### src/rtl/thcattus_uart_pkg.sv
// Shared types and helpers for the thcattus UART arbitration blocks.
package thcattus_uart_pkg;

  typedef enum logic [1:0] {
    ST_IDLE = 2'd0,
    ST_HOLD = 2'd1,
    ST_LOCK = 2'd2
  } arb_state_e;

  localparam int unsigned BitsPerByte = 8;

  // Index width for n requesters; never below one bit.
  function automatic int unsigned id_width(input int unsigned n);
    return (n <= 1) ? 1 : $clog2(n);
  endfunction

endpackage

### src/rtl/thcattus_rr_arbiter.sv
// Combinational rotate-priority picker: the search starts one past ptr_i and wraps.
module thcattus_rr_arbiter #(
  parameter int unsigned NumReq   = 4,
  parameter int unsigned IdxWidth = 2
) (
  input  logic [NumReq-1:0]   req_i,
  input  logic [IdxWidth-1:0] ptr_i,
  input  logic                en_i,
  output logic [NumReq-1:0]   gnt_o,
  output logic [IdxWidth-1:0] gnt_idx_o,
  output logic                gnt_any_o
);

  always_comb begin
    int unsigned idx;
    idx       = 0;
    gnt_o     = '0;
    gnt_idx_o = '0;
    gnt_any_o = 1'b0;
    for (int unsigned k = 1; k <= NumReq; k++) begin
      idx = (32'(ptr_i) + k) % NumReq;
      if (en_i && !gnt_any_o && req_i[idx]) begin
        gnt_any_o  = 1'b1;
        gnt_idx_o  = IdxWidth'(idx);
        gnt_o[idx] = 1'b1;
      end
    end
  end

endmodule

### src/rtl/thcattus_uart_tx_arbiter.sv
// Round-robin AXI-Stream arbiter feeding one UART transmitter through a one-beat output stage.
// Define THCATTUS_UART_ARB_PKTLOCK_EN to keep a packet (tlast-delimited) contiguous.
module thcattus_uart_tx_arbiter
  import thcattus_uart_pkg::*;
#(
  parameter int unsigned NUM_PORTS  = 4,
  parameter int unsigned DATA_WIDTH = 4,
  parameter int unsigned ID_WIDTH   = id_width(NUM_PORTS)
) (
  input  logic                                  axis_aclk,
  input  logic                                  axis_arestn,
  input  logic [NUM_PORTS-1:0]                  s_axis_tvalid,
  output logic [NUM_PORTS-1:0]                  s_axis_tready,
  input  logic [NUM_PORTS*DATA_WIDTH*8-1:0]     s_axis_tdata,
  input  logic [NUM_PORTS-1:0]                  s_axis_tlast,
  output logic                                  m_axis_tvalid,
  input  logic                                  m_axis_tready,
  output logic [DATA_WIDTH*8-1:0]               m_axis_tdata,
  output logic [ID_WIDTH-1:0]                   m_axis_tid,
  output logic                                  busy
);

  localparam int unsigned DataBits = DATA_WIDTH * BitsPerByte;

  arb_state_e           state_q, state_d;
  logic [ID_WIDTH-1:0]  ptr_q, ptr_d;
  logic                 tvalid_q, tvalid_d;
  logic [DataBits-1:0]  tdata_q, tdata_d;
  logic [ID_WIDTH-1:0]  tid_q, tid_d;

  logic [NUM_PORTS-1:0] req;
  logic [NUM_PORTS-1:0] gnt;
  logic [ID_WIDTH-1:0]  gnt_idx;
  logic                 gnt_any;
  logic                 arb_en;

`ifdef THCATTUS_UART_ARB_PKTLOCK_EN
  logic last_q, last_d;

  // While locked only the owner of the open packet may be granted.
  assign req    = (state_q == ST_LOCK) ? (s_axis_tvalid & (NUM_PORTS'(1) << tid_q))
                                       : s_axis_tvalid;
  assign arb_en = axis_arestn && ((state_q == ST_IDLE) || (state_q == ST_LOCK));
`else
  logic unused_tlast;
  assign unused_tlast = ^s_axis_tlast;
  assign req          = s_axis_tvalid;
  assign arb_en       = axis_arestn && (state_q == ST_IDLE);
`endif

  thcattus_rr_arbiter #(
    .NumReq   (NUM_PORTS),
    .IdxWidth (ID_WIDTH)
  ) u_rr_arbiter (
    .req_i     (req),
    .ptr_i     (ptr_q),
    .en_i      (arb_en),
    .gnt_o     (gnt),
    .gnt_idx_o (gnt_idx),
    .gnt_any_o (gnt_any)
  );

  always_comb begin
    state_d  = state_q;
    ptr_d    = ptr_q;
    tvalid_d = tvalid_q;
    tdata_d  = tdata_q;
    tid_d    = tid_q;
`ifdef THCATTUS_UART_ARB_PKTLOCK_EN
    last_d   = last_q;
`endif
    unique case (state_q)
      ST_IDLE: begin
        if (gnt_any) begin
          tdata_d  = s_axis_tdata[32'(gnt_idx) * DataBits +: DataBits];
          tid_d    = gnt_idx;
          tvalid_d = 1'b1;
          ptr_d    = gnt_idx;
          state_d  = ST_HOLD;
`ifdef THCATTUS_UART_ARB_PKTLOCK_EN
          last_d   = s_axis_tlast[gnt_idx];
`endif
        end
      end
      ST_HOLD: begin
        if (tvalid_q && m_axis_tready) begin
          tvalid_d = 1'b0;
          state_d  = ST_IDLE;
`ifdef THCATTUS_UART_ARB_PKTLOCK_EN
          if (!last_q) state_d = ST_LOCK;
`endif
        end
      end
`ifdef THCATTUS_UART_ARB_PKTLOCK_EN
      ST_LOCK: begin
        // Same port as the held packet, so the rotation pointer stays put.
        if (gnt_any) begin
          tdata_d  = s_axis_tdata[32'(gnt_idx) * DataBits +: DataBits];
          tvalid_d = 1'b1;
          last_d   = s_axis_tlast[gnt_idx];
          state_d  = ST_HOLD;
        end
      end
`endif
      default: state_d = ST_IDLE;
    endcase
  end

  always_ff @(posedge axis_aclk or negedge axis_arestn) begin
    if (!axis_arestn) begin
      state_q  <= ST_IDLE;
      ptr_q    <= ID_WIDTH'(NUM_PORTS - 1);
      tvalid_q <= 1'b0;
      tdata_q  <= '0;
      tid_q    <= '0;
`ifdef THCATTUS_UART_ARB_PKTLOCK_EN
      last_q   <= 1'b0;
`endif
    end else begin
      state_q  <= state_d;
      ptr_q    <= ptr_d;
      tvalid_q <= tvalid_d;
      tdata_q  <= tdata_d;
      tid_q    <= tid_d;
`ifdef THCATTUS_UART_ARB_PKTLOCK_EN
      last_q   <= last_d;
`endif
    end
  end

  assign s_axis_tready = gnt;
  assign m_axis_tvalid = tvalid_q;
  assign m_axis_tdata  = tdata_q;
  assign m_axis_tid    = tid_q;
  assign busy          = (state_q != ST_IDLE);

endmodule

### config.mk
export PLATFORM = sky130hd
export DESIGN_NAME = thcattus_uart_tx_arbiter
export DESIGN_NICKNAME = d
export VERILOG_FILES = /design/src/rtl/thcattus_uart_pkg.sv /design/src/rtl/thcattus_rr_arbiter.sv /design/src/rtl/thcattus_uart_tx_arbiter.sv
export SDC_FILE = /design/constraint.sdc
export NUM_CORES = 1
export LEC_CHECK = 0
export ABC_AREA = 1
export BUFFER_PORTS_ARGS = -buffer_cell sky130_fd_sc_hd__buf_4
export CORE_MARGIN = 2
export CORE_UTILIZATION = 42
export DETAILED_ROUTE_END_ITERATION = 8
export PLACE_DENSITY = 0.78
export SYNTH_ARGS = -nofsm -noshare
export SYNTH_HDL_FRONTEND = slang
export SYNTH_HIERARCHICAL = 1
export SYNTH_SLANG_ARGS = --single-unit
### constraint.sdc
create_clock -name axis_aclk -period 2.4 [get_ports axis_aclk]
set_input_delay 0.12 -clock axis_aclk [delete_from_list [all_inputs] [get_ports axis_aclk]]
set_output_delay 0.12 -clock axis_aclk [all_outputs]
set_load 0.1 [all_outputs]
==> results.json <==
{
  "htree_levels": 2,
  "slew_headroom": 0.694,
  "fp.dieW_um": 95.4,
  "grtUsageTotal": 0.243,
  "grt_pass1_wl_um": 17400,
  "cp.arrival_ps": 2170,
  "finalCritPeriodShare": 0.952,
  "grt-ovfl-total": 0,
  "cts.clk_slew.worst_paths_ps": 70,
  "gp_congestion": 0.970,
  "whs_path_depth": 2,
  "critPathCaptureType": "output port",
  "first_global_vias": 3829,
  "r2r_start": "ptr_q[0]",
  "wl_per_cell_um": 12.3,
  "synth_top_cell_by_area": "nand2_1",
  "vias": 4246,
  "first_pass_iters": 5,
  "netlist_instances": 624,
  "avgSynthCellArea_um2": 5.63,
  "cp_max_fo": 4,
  "ant_nets": 0,
  "netlist_area_um2": 3510,
  "drive_gt1_frac": 0.301,
  "r2r_slack_ps": 130,
  "status": "finished clean",
  "drt_wl_total_um": 11200,
  "numPortBuffers": 174,
  "worstSetupStartpoint": "ptr_q[0]",
  "clock_latency_ps": 290,
  "ys_seq_area_frac": 0.264,
  "endpoint": "s_axis_tready[3]",
  "fp-row-count": 33,
  "viasPerCell": 4.67,
  "synth_area_leaders": "nand2_1 32%, dfrtp_1 25%, inv_1 15%",
  "grt_max_degree": 38,
  "cts-root-buf": "clkbuf_8",
  "syn_nets": 771,
  "mostFrequentLayoutCell": "nand2_1",
  "die_y_um": 95.4,
  "startpoint_type": "flip-flop",
  "final_nets": 950,
  "core_area_um2": 8180,
  "antennaDiodeCount": 0,
  "r2r_cells": 15,
  "fmax_mhz": 437,
  "grt_antenna_before_repair": 0,
  "final_cell_mix": "295 x nand2_1, 185 x buf_4, 136 x inv_1",
  "initial_utilization": 0.429,
  "crit_required_ps": 2280,
  "worstMarginPinSlew_ps": 460,
  "dp_hpwl_um": 8620,
  "num_io_pins": 179,
  "final_util": 0.644,
  "crit_type": "flip-flop to output port",
  "cts_sinks": 37,
  "finalSetupViolations": 0,
  "drt-initial-drc-count": 135,
  "setup_tns_ps": 0,
  "drv_slew": 0,
  "yosysUniqueCellTypes": 23,
  "min_path_type": "input port to flip-flop",
  "cts_tree": "yes",
  "synth_top_cell_area_share": 0.316,
  "synth-seq-cells": 37,
  "rsz0062_at_grt": "true",
  "clk_path_buf_depth": 2,
  "drc": 0,
  "dieArea_um2": 9110,
  "hold_viol_final": 0,
  "worstReg2RegEnd": "m_axis_tdata[17]",
  "yosys_warnings": 6,
  "skew_ps": 2.27,
  "area_growth_pct": 50.0,
  "maxCapViolations": 0,
  "period_minus_slack_ps": 2290,
  "numCtsBuffers": 5
}
==> routing by layer <==
layer	wire (um)	track usage	part of all wire
met5	0	0	0
met4	202	0.0714	0.018
met3	721	0.0411	0.065
met2	5730	0.431	0.51
met1	4510	0.303	0.40
==> what timing repair did <==
item / CTS / global route
resized for setup: 2 / 24
endpoints found under the setup margin: 1 / 36
pin swaps: 0 / 8
buffers inserted: 0 / 2
hold endpoints to repair: 35 / 0
hold buffers: 1 / 0
gates cloned: 0 / 1
==> sequential cells by signal, indices dropped and copies added, names as in the netlist <==
name	cells
m_axis_tdata	32
m_axis_tid	2
ptr_q	2
m_axis_tvalid	1
==> worst min path at each step <==
stage	from	endpoint	slack [ps]
floorplan	axis_arestn	m_axis_tdata[0]	-180
global placement	axis_arestn	m_axis_tdata[16]	210
detailed placement	axis_arestn	m_axis_tdata[16]	220
CTS	m_axis_tready	m_axis_tvalid	9
global route	m_axis_tready	m_axis_tvalid	30
finish	m_axis_tready	m_axis_tvalid	20
==> cell usage after synthesis <==
master,count
nand2_1,296
inv_1,138
nand3_1,68
dfrtp_1,35
buf_2,20
nand4_1,10
ha_1,8
inv_2,8
nor2_1,8
buf_6,5
nor3_2,5
nand2_2,4
nand3_2,3
nand3_4,3
buf_4,2
dfstp_2,2
o21ai_0,2
o21ai_1,2
a21oi_1,1
nand2_4,1
nand3b_1,1
nor2_2,1
nor2_4,1
==> cells by family (layout without fill, tap and decap cells) <==
kind of cell	Yosys count	after routing	share of synthesized area
buf+inv	173	353	0.205
compound gates	5	5	0.00713
fa+ha+maj	8	8	0.0285
simple gates	401	401	0.495
flops	37	37	0.264
==> worst max-delay path, stage by stage (launching register included) <==
cell and delay (ps):
dfstp_2 560, inv_2 50, ha_4 280, inv_2 50
nand3_4 70, nand2_4 90, buf_4 150, buf_4 130
nand4_1 70, nand2_1 70, nor2_1 90, nand2_1 90
buf_12 170
==> metrics by stage <==
| step | hold WS (ps) | setup WS [ps] | cell area (um2) | std cells |
|---|---|---|---|---|
| floorplan | -176 | 38.2 | 3520 | 624 |
| global placement | 210 | 110 | 5000 | 897 |
| detailed placement | 219 | 14.2 | 5000 | 897 |
| CTS | 9.48 | 18.0 | 5140 | 906 |
| global route | 33.6 | -19.3 | 5270 | 909 |
| finish | 15.1 | 114 | 5270 | 909 |
==> cell type report <==
class | instances | area [um2]
multi-input cells | 414 | 1910
clock buffers | 6 | 82.6
fillers | 763 | 2910
repair buffers | 199 | 1620
well taps | 105 | 131
flip-flops and latches | 37 | 930
inverters | 146 | 558
clock inverters | 2 | 37.5
Power is not shown: default switching activity piles up to over one toggle a cycle in this logic, so the estimate is an artifact.
